### src/rtl/sram_req_scheduler.sv
// Round-robin scheduler of two writers and two credit-limited readers onto one SRAM port.
// Optional per-port acceptance counters are enabled with `define SRAM_SCHED_STATS_EN.
module sram_req_scheduler #(
  parameter int TAG_DEPTH = 8,
  parameter int CREDITS   = 16
) (
  input  logic        sram_clock,
  input  logic        reset,
  input  logic        w0_valid,
  output logic        w0_ready,
  input  logic [53:0] w0_req,
  input  logic        w1_valid,
  output logic        w1_ready,
  input  logic [53:0] w1_req,
  input  logic        r0_valid,
  output logic        r0_ready,
  input  logic [17:0] r0_addr,
  input  logic        r1_valid,
  output logic        r1_ready,
  input  logic [17:0] r1_addr,
  input  logic        r0_credit,
  input  logic        r1_credit,
  output logic        sram_addr_valid,
  input  logic        sram_ready,
  output logic [17:0] sram_addr,
  output logic [31:0] sram_data_in,
  output logic [3:0]  sram_write_mask,
  input  logic [31:0] sram_data_out,
  input  logic        sram_data_out_valid,
  output logic        r0_data_wr_en,
  output logic        r1_data_wr_en,
  output logic [31:0] rd_data,
  output logic        err_underflow,
  output logic        err_credit
`ifdef SRAM_SCHED_STATS_EN
  ,
  output logic [15:0] stat_w0,
  output logic [15:0] stat_w1,
  output logic [15:0] stat_r0,
  output logic [15:0] stat_r1
`endif
);

  localparam int TW = $clog2(TAG_DEPTH);
  localparam logic [TW:0] TAG_FULL = (TW+1)'(TAG_DEPTH);
  localparam logic [5:0]  CRED_MAX = 6'(CREDITS);

  logic              cmdValid_q;
  logic [17:0]       cmdAddr_q;
  logic [31:0]       cmdData_q;
  logic [3:0]        cmdMask_q;
  logic [1:0]        lastGrant_q;
  logic [5:0]        cred0_q, cred1_q;
  logic [TW:0]       tagCount_q;
  logic [TW-1:0]     tagWr_q, tagRd_q;
  logic [TAG_DEPTH-1:0] tagMem_q;
  logic              errUnder_q, errCredit_q;

  logic [3:0]  elig;
  logic        grantHit, canLoad, accept;
  logic [1:0]  grantIdx, scanIdx;
  logic [17:0] selAddr;
  logic [31:0] selData;
  logic [3:0]  selMask;
  logic        tagPush, tagPop, headId;
  logic        take0, take1;

  assign elig[0] = w0_valid;
  assign elig[1] = w1_valid;
  assign elig[2] = r0_valid && (cred0_q != 6'd0) && (tagCount_q < TAG_FULL);
  assign elig[3] = r1_valid && (cred1_q != 6'd0) && (tagCount_q < TAG_FULL);

  // Scan starts just after the last winner, so the last winner is checked last.
  always_comb begin
    grantHit = 1'b0;
    grantIdx = 2'd0;
    scanIdx  = 2'd0;
    for (int k = 1; k <= 4; k++) begin
      scanIdx = lastGrant_q + 2'(k);
      if (!grantHit && elig[scanIdx]) begin
        grantHit = 1'b1;
        grantIdx = scanIdx;
      end
    end
  end

  assign canLoad = !cmdValid_q || sram_ready;
  assign accept  = grantHit && canLoad && !reset;

  assign w0_ready = accept && (grantIdx == 2'd0);
  assign w1_ready = accept && (grantIdx == 2'd1);
  assign r0_ready = accept && (grantIdx == 2'd2);
  assign r1_ready = accept && (grantIdx == 2'd3);

  always_comb begin
    selAddr = r1_addr;
    selData = 32'd0;
    selMask = 4'd0;
    case (grantIdx)
      2'd0: begin selAddr = w0_req[49:32]; selData = w0_req[31:0]; selMask = w0_req[53:50]; end
      2'd1: begin selAddr = w1_req[49:32]; selData = w1_req[31:0]; selMask = w1_req[53:50]; end
      2'd2: selAddr = r0_addr;
      default: selAddr = r1_addr;
    endcase
  end

  assign take0   = r0_ready;
  assign take1   = r1_ready;
  assign tagPush = take0 || take1;
  assign tagPop  = sram_data_out_valid && (tagCount_q != '0) && !reset;
  assign headId  = tagMem_q[tagRd_q];

  assign r0_data_wr_en   = tagPop && !headId;
  assign r1_data_wr_en   = tagPop && headId;
  assign rd_data         = sram_data_out;
  assign sram_addr_valid = cmdValid_q;
  assign sram_addr       = cmdAddr_q;
  assign sram_data_in    = cmdData_q;
  assign sram_write_mask = cmdMask_q;
  assign err_underflow   = errUnder_q;
  assign err_credit      = errCredit_q;

  always_ff @(posedge sram_clock) begin
    if (reset) begin
      cmdValid_q  <= 1'b0;
      cmdAddr_q   <= '0;
      cmdData_q   <= '0;
      cmdMask_q   <= '0;
      lastGrant_q <= 2'd3;
      cred0_q     <= CRED_MAX;
      cred1_q     <= CRED_MAX;
      tagCount_q  <= '0;
      tagWr_q     <= '0;
      tagRd_q     <= '0;
      errUnder_q  <= 1'b0;
      errCredit_q <= 1'b0;
    end else begin
      if (accept) begin
        cmdValid_q  <= 1'b1;
        cmdAddr_q   <= selAddr;
        cmdData_q   <= selData;
        cmdMask_q   <= selMask;
        lastGrant_q <= grantIdx;
      end else if (sram_ready) begin
        cmdValid_q <= 1'b0;
      end

      if (tagPush) begin
        tagMem_q[tagWr_q] <= take1;
        tagWr_q <= tagWr_q + (TW)'(1);
      end
      if (tagPop) tagRd_q <= tagRd_q + (TW)'(1);
      if (tagPush && !tagPop) tagCount_q <= tagCount_q + (TW+1)'(1);
      else if (!tagPush && tagPop) tagCount_q <= tagCount_q - (TW+1)'(1);

      // A credit pulse at full credit is dropped and flagged; accept+pulse cancel out.
      if (take0 && !r0_credit) cred0_q <= cred0_q - 6'd1;
      else if (!take0 && r0_credit && cred0_q != CRED_MAX) cred0_q <= cred0_q + 6'd1;
      if (take1 && !r1_credit) cred1_q <= cred1_q - 6'd1;
      else if (!take1 && r1_credit && cred1_q != CRED_MAX) cred1_q <= cred1_q + 6'd1;

      if ((!take0 && r0_credit && cred0_q == CRED_MAX) ||
          (!take1 && r1_credit && cred1_q == CRED_MAX)) errCredit_q <= 1'b1;
      if (sram_data_out_valid && tagCount_q == '0) errUnder_q <= 1'b1;
    end
  end

`ifdef SRAM_SCHED_STATS_EN
  logic [15:0] statW0_q, statW1_q, statR0_q, statR1_q;

  always_ff @(posedge sram_clock) begin
    if (reset) begin
      statW0_q <= '0;
      statW1_q <= '0;
      statR0_q <= '0;
      statR1_q <= '0;
    end else begin
      if (w0_ready && statW0_q != 16'hFFFF) statW0_q <= statW0_q + 16'd1;
      if (w1_ready && statW1_q != 16'hFFFF) statW1_q <= statW1_q + 16'd1;
      if (r0_ready && statR0_q != 16'hFFFF) statR0_q <= statR0_q + 16'd1;
      if (r1_ready && statR1_q != 16'hFFFF) statR1_q <= statR1_q + 16'd1;
    end
  end

  assign stat_w0 = statW0_q;
  assign stat_w1 = statW1_q;
  assign stat_r0 = statR0_q;
  assign stat_r1 = statR1_q;
`endif

endmodule
### config.mk
export PLATFORM = sky130hd
export DESIGN_NAME = sram_req_scheduler
export DESIGN_NICKNAME = d
export VERILOG_FILES = /design/src/rtl/sram_req_scheduler.sv
export SDC_FILE = /design/constraint.sdc
export NUM_CORES = 1
export LEC_CHECK = 0
export BUFFER_PORTS_ARGS = -buffer_cell sky130_fd_sc_hd__buf_2
export CAP_MARGIN = 25
export CORE_MARGIN = 5
export CORE_UTILIZATION = 40
export CTS_BUF_LIST = sky130_fd_sc_hd__clkbuf_16
export CTS_CLUSTER_SIZE = 24
export DETAILED_ROUTE_END_ITERATION = 6
export PLACE_DENSITY = 0.78
export SLEW_MARGIN = 20
export SYNTH_ARGS = -nofsm -noshare
export SYNTH_HDL_FRONTEND = slang
export SYNTH_SLANG_ARGS = --single-unit
### constraint.sdc
create_clock -name sram_clock -period 3.34 [get_ports sram_clock]
set_clock_uncertainty 0.2 [all_clocks]
set_input_delay 0.167 -clock sram_clock [delete_from_list [all_inputs] [get_ports sram_clock]]
set_output_delay 0.167 -clock sram_clock [all_outputs]
set_load 0.02 [all_outputs]
==> flow_results.org <==
** Outcome
- The flow ran to the end, but the final reports show violations.
- The final reports fail on negative setup slack.

** STA
- Shortest clock period the worst path allows after layout :: 3.47 ns
- After routing, the total negative slack on setup checks comes to -0.281 ns.
- Final count of negative-setup-slack endpoints :: 3
- Worst-margin pin slew :: roughly 0.84 ns
- Across all setup checks in the final design, the least slack found is -0.135 ns.
- Pins Over Slew Limit :: 0
- Dividing the final minimum period by the clock period gives 1.04.
- Maximum achievable frequency :: around 290 MHz
- Setup repair after global routing missed its margin :: true
- Final hold viol count :: 0
- Measured against its own limit, the worst slew margin works out to 0.441.

** Clock tree
- The later pin in the worst-skew pair is clocked with a latency of approximately 0.34 ns.
- CTS max path bufs :: 2
- Counting the buffers created by CTS gives 9.
- For this design, the sink count on the clock tree is 89.
- Clock slew seen by the registers of the worst setup and hold paths :: about 0.060 ns
- Clock tree from TritonCTS :: done
- Cell at the root of the clock tree :: clkbuf_16
- CTS H-tree lvls :: 3

** Hold path
- In this run the worst hold path is classified as input pin to register.
- Hold Path Cell Cnt :: 4
- In this run the most critical hold path is launched from r0_credit.
- Terminating pin of the worst hold path :: err_credit$_SDFFE_PP0P_

** Place
- Once placement finished, the instance area stood at just under 6000 um^2.
- Post-Place Setup Slack :: -0.250 ns
- Port-buffer cells :: about 220
- Routability congestion estimate from global placement :: approximately 0.87
- Post-detail-place hpwl :: roughly 11000 um

** Synthesis
- Of the post-synthesis cell area, the part taken by muxes is 0.154.
- Synthesized netlist net count :: slightly above 700
- Dominant register cell in the synthesized netlist :: dfxtp_1
- Sequential element share of the synthesized area :: 0.395
- After synthesis, the largest family of logic cells by area is compound AO/OA/AOI/OAI gates.
- Post-Syn Instances :: a little over 500
- Post-Synth XOR/XNOR Area :: 0.0205
- The average instance in the mapped netlist occupies 9.33 um^2.
- In the synthesized netlist the async set-or-reset flop fraction comes to 0.
- Of the total synthesized cell area, the portion taken by full adders, half adders and majority gates is 0.0473.
- During synthesis, Yosys emitted a total of 0 warnings.
- Number of storage elements in the synthesis netlist :: 89
- In this run, synthesis inferred 8 flip-flops with an integrated enable.
- Count of different cell masters after synthesis :: 53
- Of the total synthesized cell area, the portion taken by AND, OR, NAND and NOR gates is 0.121.
- The area fraction in compound gates after synthesis came to 0.169.
- The synthesized netlist occupies a cell area of 4710 um^2.

** Detailed routing
- Average wire length per cell after detail routing :: 20.0 um
- Average vias per placed instance :: between 5 and 6
- In this run, the number of DRC markers left after iteration 0 of detailed routing was about 400.
- The routed design has just over 20000 um of wire.
- After detailed routing, the number of remaining DRC violations is 0.
- Detailed-router iteration count before antenna repair :: 6
- The detail route stage leaves a number of antenna-violating nets equal to 0.
- Across all layers, the routed design uses roughly 5600 vias.

** Global route
- For this run, global-route usage on met3 was measured as 0.0740.
- Most heavily used metal layer in global routing :: met2
- Total GRT Usage :: 0.270
- Pin count of the biggest net entering global routing :: 59
- Total grt overflow :: 0
- Global-route wire length before repair :: between 30000 and 40000 um
- For met2 alone, demand over resource in global routing was 0.481.
- The number of global-route vias before repair was between 6000 and 7000.
- M1 GR Usage :: 0.268
- The number of antenna violations at the first check in global routing came to 1.

** Critical path
- Reg2Reg Depth :: 13
- Critical path endpoint category :: register
- Across all register-to-register paths, the minimum setup slack is -0.13 ns.
- Source of the critical timing path :: cred0_q[3]$_SDFFE_PP0P_
- Critical path start-end classification :: register to register
- Worst EP arrival :: roughly 3.5 ns
- Data on the critical path is required at its endpoint by approximately 3.4 ns.
- CP startpoint kind :: register
- The startpoint identified for the worst register-to-register timing path is cred0_q[3]$_SDFFE_PP0P_.
- Endpoint of the worst register-to-register path :: cred1_q[5]$_SDFFE_PP0P_
- Top fanout value on the critical path :: 3

** Finish
- The layout has 791 filler cells.
- Fraction of layout cells with a size suffix above 1 :: 0.372
- Summing all non-filler instances in the final layout gives an area of about 8000 um^2.
- Leading cell type in the layout, fill and taps excluded :: buf_2
- Relative to the synthesized area, the layout overhead comes to 67.8%.
- The top cell types in the final layout, fill and taps aside, are buf_2 (216), dlygate4sd3_1 (146), dfxtp_1 (79), mux2i_1 (61), o21ai_0 (51).
- In the final design database the tool counted around 1100 nets.

** Floorplan
- The floorplan step defined a die boundary enclosing 14000 um^2.
- The floorplan has 39 rows.
- Die outline width :: ~120 um
- Ports placed on the boundary :: about 280
- The initial utilization of the core area, before any placement, comes to 0.411.
- The core region is around 11000 um^2.
- From bottom edge to top edge, the die measures roughly 120 um.

** Power
- Peak supply drop :: between 0.4 and 0.5 mV
- Leakage :: around 3.7 nW
- Pwr Density :: 631 nW/um^2
- Total Power Consumption :: about 5.0 mW

** Run
- Across the run, the number of max-cap violations was 0.
[state kept, by name (all words and copies together) (netlist names), 3 cells and up]
signal	flops
tagWr_q	3
sram_write_mask	4
tagMem_q	8
sram_addr	18
cred1_q	6
tagRd_q	3
tagCount_q	4
sram_data_in	32
cred0_q	6
[power breakdown]
part,switching [mW],internal [mW],total (mW),leakage [nW]
combinational,1.30,1.17,2.48,2.87
sequential,0.192,1.34,1.53,0.743
clock,0.416,0.566,0.982,0.138
total,1.91,3.08,4.99,3.75
[Yosys cell counts (3+ instances only)]
master	instances	area, um^2
a21o_1	5	37.5
a21oi_1	18	90.1
a222oi_1	18	180
a31oi_1	3	18.8
buf_2	4	20.0
buf_4	34	255
buf_6	3	33.8
clkbuf_1	16	60.1
dfxtp_1	81	1620
edfxtp_1	8	240
fa_1	3	60.1
ha_1	13	163
inv_1	18	67.6
mux2_2	5	56.3
mux2i_1	61	611
nand2_1	48	180
nand2b_1	7	43.8
nor2_1	37	139
nor2b_1	7	43.8
nor3_1	5	25.0
o21ai_0	54	270
o21ai_1	9	45.0
or3_1	4	25.0
xnor2_1	5	43.8
xor2_1	6	52.6
[area by class of cell]
type	instances	area (um^2)	share of cell area
sequential	89	1860	0.236
clock inverter	5	51.3	0.00649
multi-input combinational	339	2600	0.329
clock buffer	9	225	0.0285
timing repair buffer	404	2910	0.368
tap	143	179	0.0226
inverter	19	76.3	0.00965
antenna	1	2.50	0.000317
[worst max-delay path: stages (launching register included)]
cell      delay, ns
dfxtp_2        0.32
or4_4          0.56
buf_6          0.14
o311a_4        0.36
o221ai_4       0.24
or3_4          0.18
inv_4          0.04
ha_4           0.19
a21o_1         0.16
a21oi_2        0.15
o21bai_1       0.08
a21oi_1        0.16
mux2i_1        0.24
mux2_2         0.35
[repair_timing]
| action | CTS | global route |
|---|---|---|
| endpoints found under the setup margin | 26 | 61 |
| gates resized for setup | 7 | 29 |
| hold endpoints to repair | 56 | 0 |
| hold buffers | 146 | 0 |
| gates cloned | 0 | 2 |
| buffers inserted | 4 | 3 |
| pin swaps | 15 | 13 |
[routing by layer]
metal,vias to the layer above,part of all wire
met3,135,0.081
met1,2613,0.33
li1,2487,-
met4,0,0.071
met5,-,0
met2,358,0.51
[cells by family (layout without fill, tap and decap cells)]
kind of cell | Yosys count | in the layout
buffers and inverters | 77 | 437
flip-flops | 89 | 89
multiplexers | 69 | 69
XOR/XNOR | 11 | 11
adder cells (fa/ha/maj) | 16 | 16
AO/OA/AOI/OAI | 122 | 122
AND/OR/NAND/NOR | 121 | 121
other | 0 | 1
[worst max path at each step]
stage	end	depth (start not counted)
4_1_cts	cred1_q[5]$_SDFFE_PP0P_	13
6_report	cred1_q[5]$_SDFFE_PP0P_	13
5_1_grt	cred1_q[5]$_SDFFE_PP0P_	13
2_1_floorplan	cred1_q[5]$_SDFFE_PP0P_	13
3_3_place_gp	cred1_q[5]$_SDFFE_PP0P_	13
3_5_place_dp	cred1_q[5]$_SDFFE_PP0P_	13
[per-stage QoR]
step                std cells  utilization  hold WS (ns)
finish                   1009        0.689        0.0463
global route             1009        0.689        0.0641
CTS                      1004        0.673        0.0379
detailed placement        840        0.517         0.134
global placement          840        0.517         0.134
floorplan                 505            -         0.108
Power figures use the tool's default switching activity.
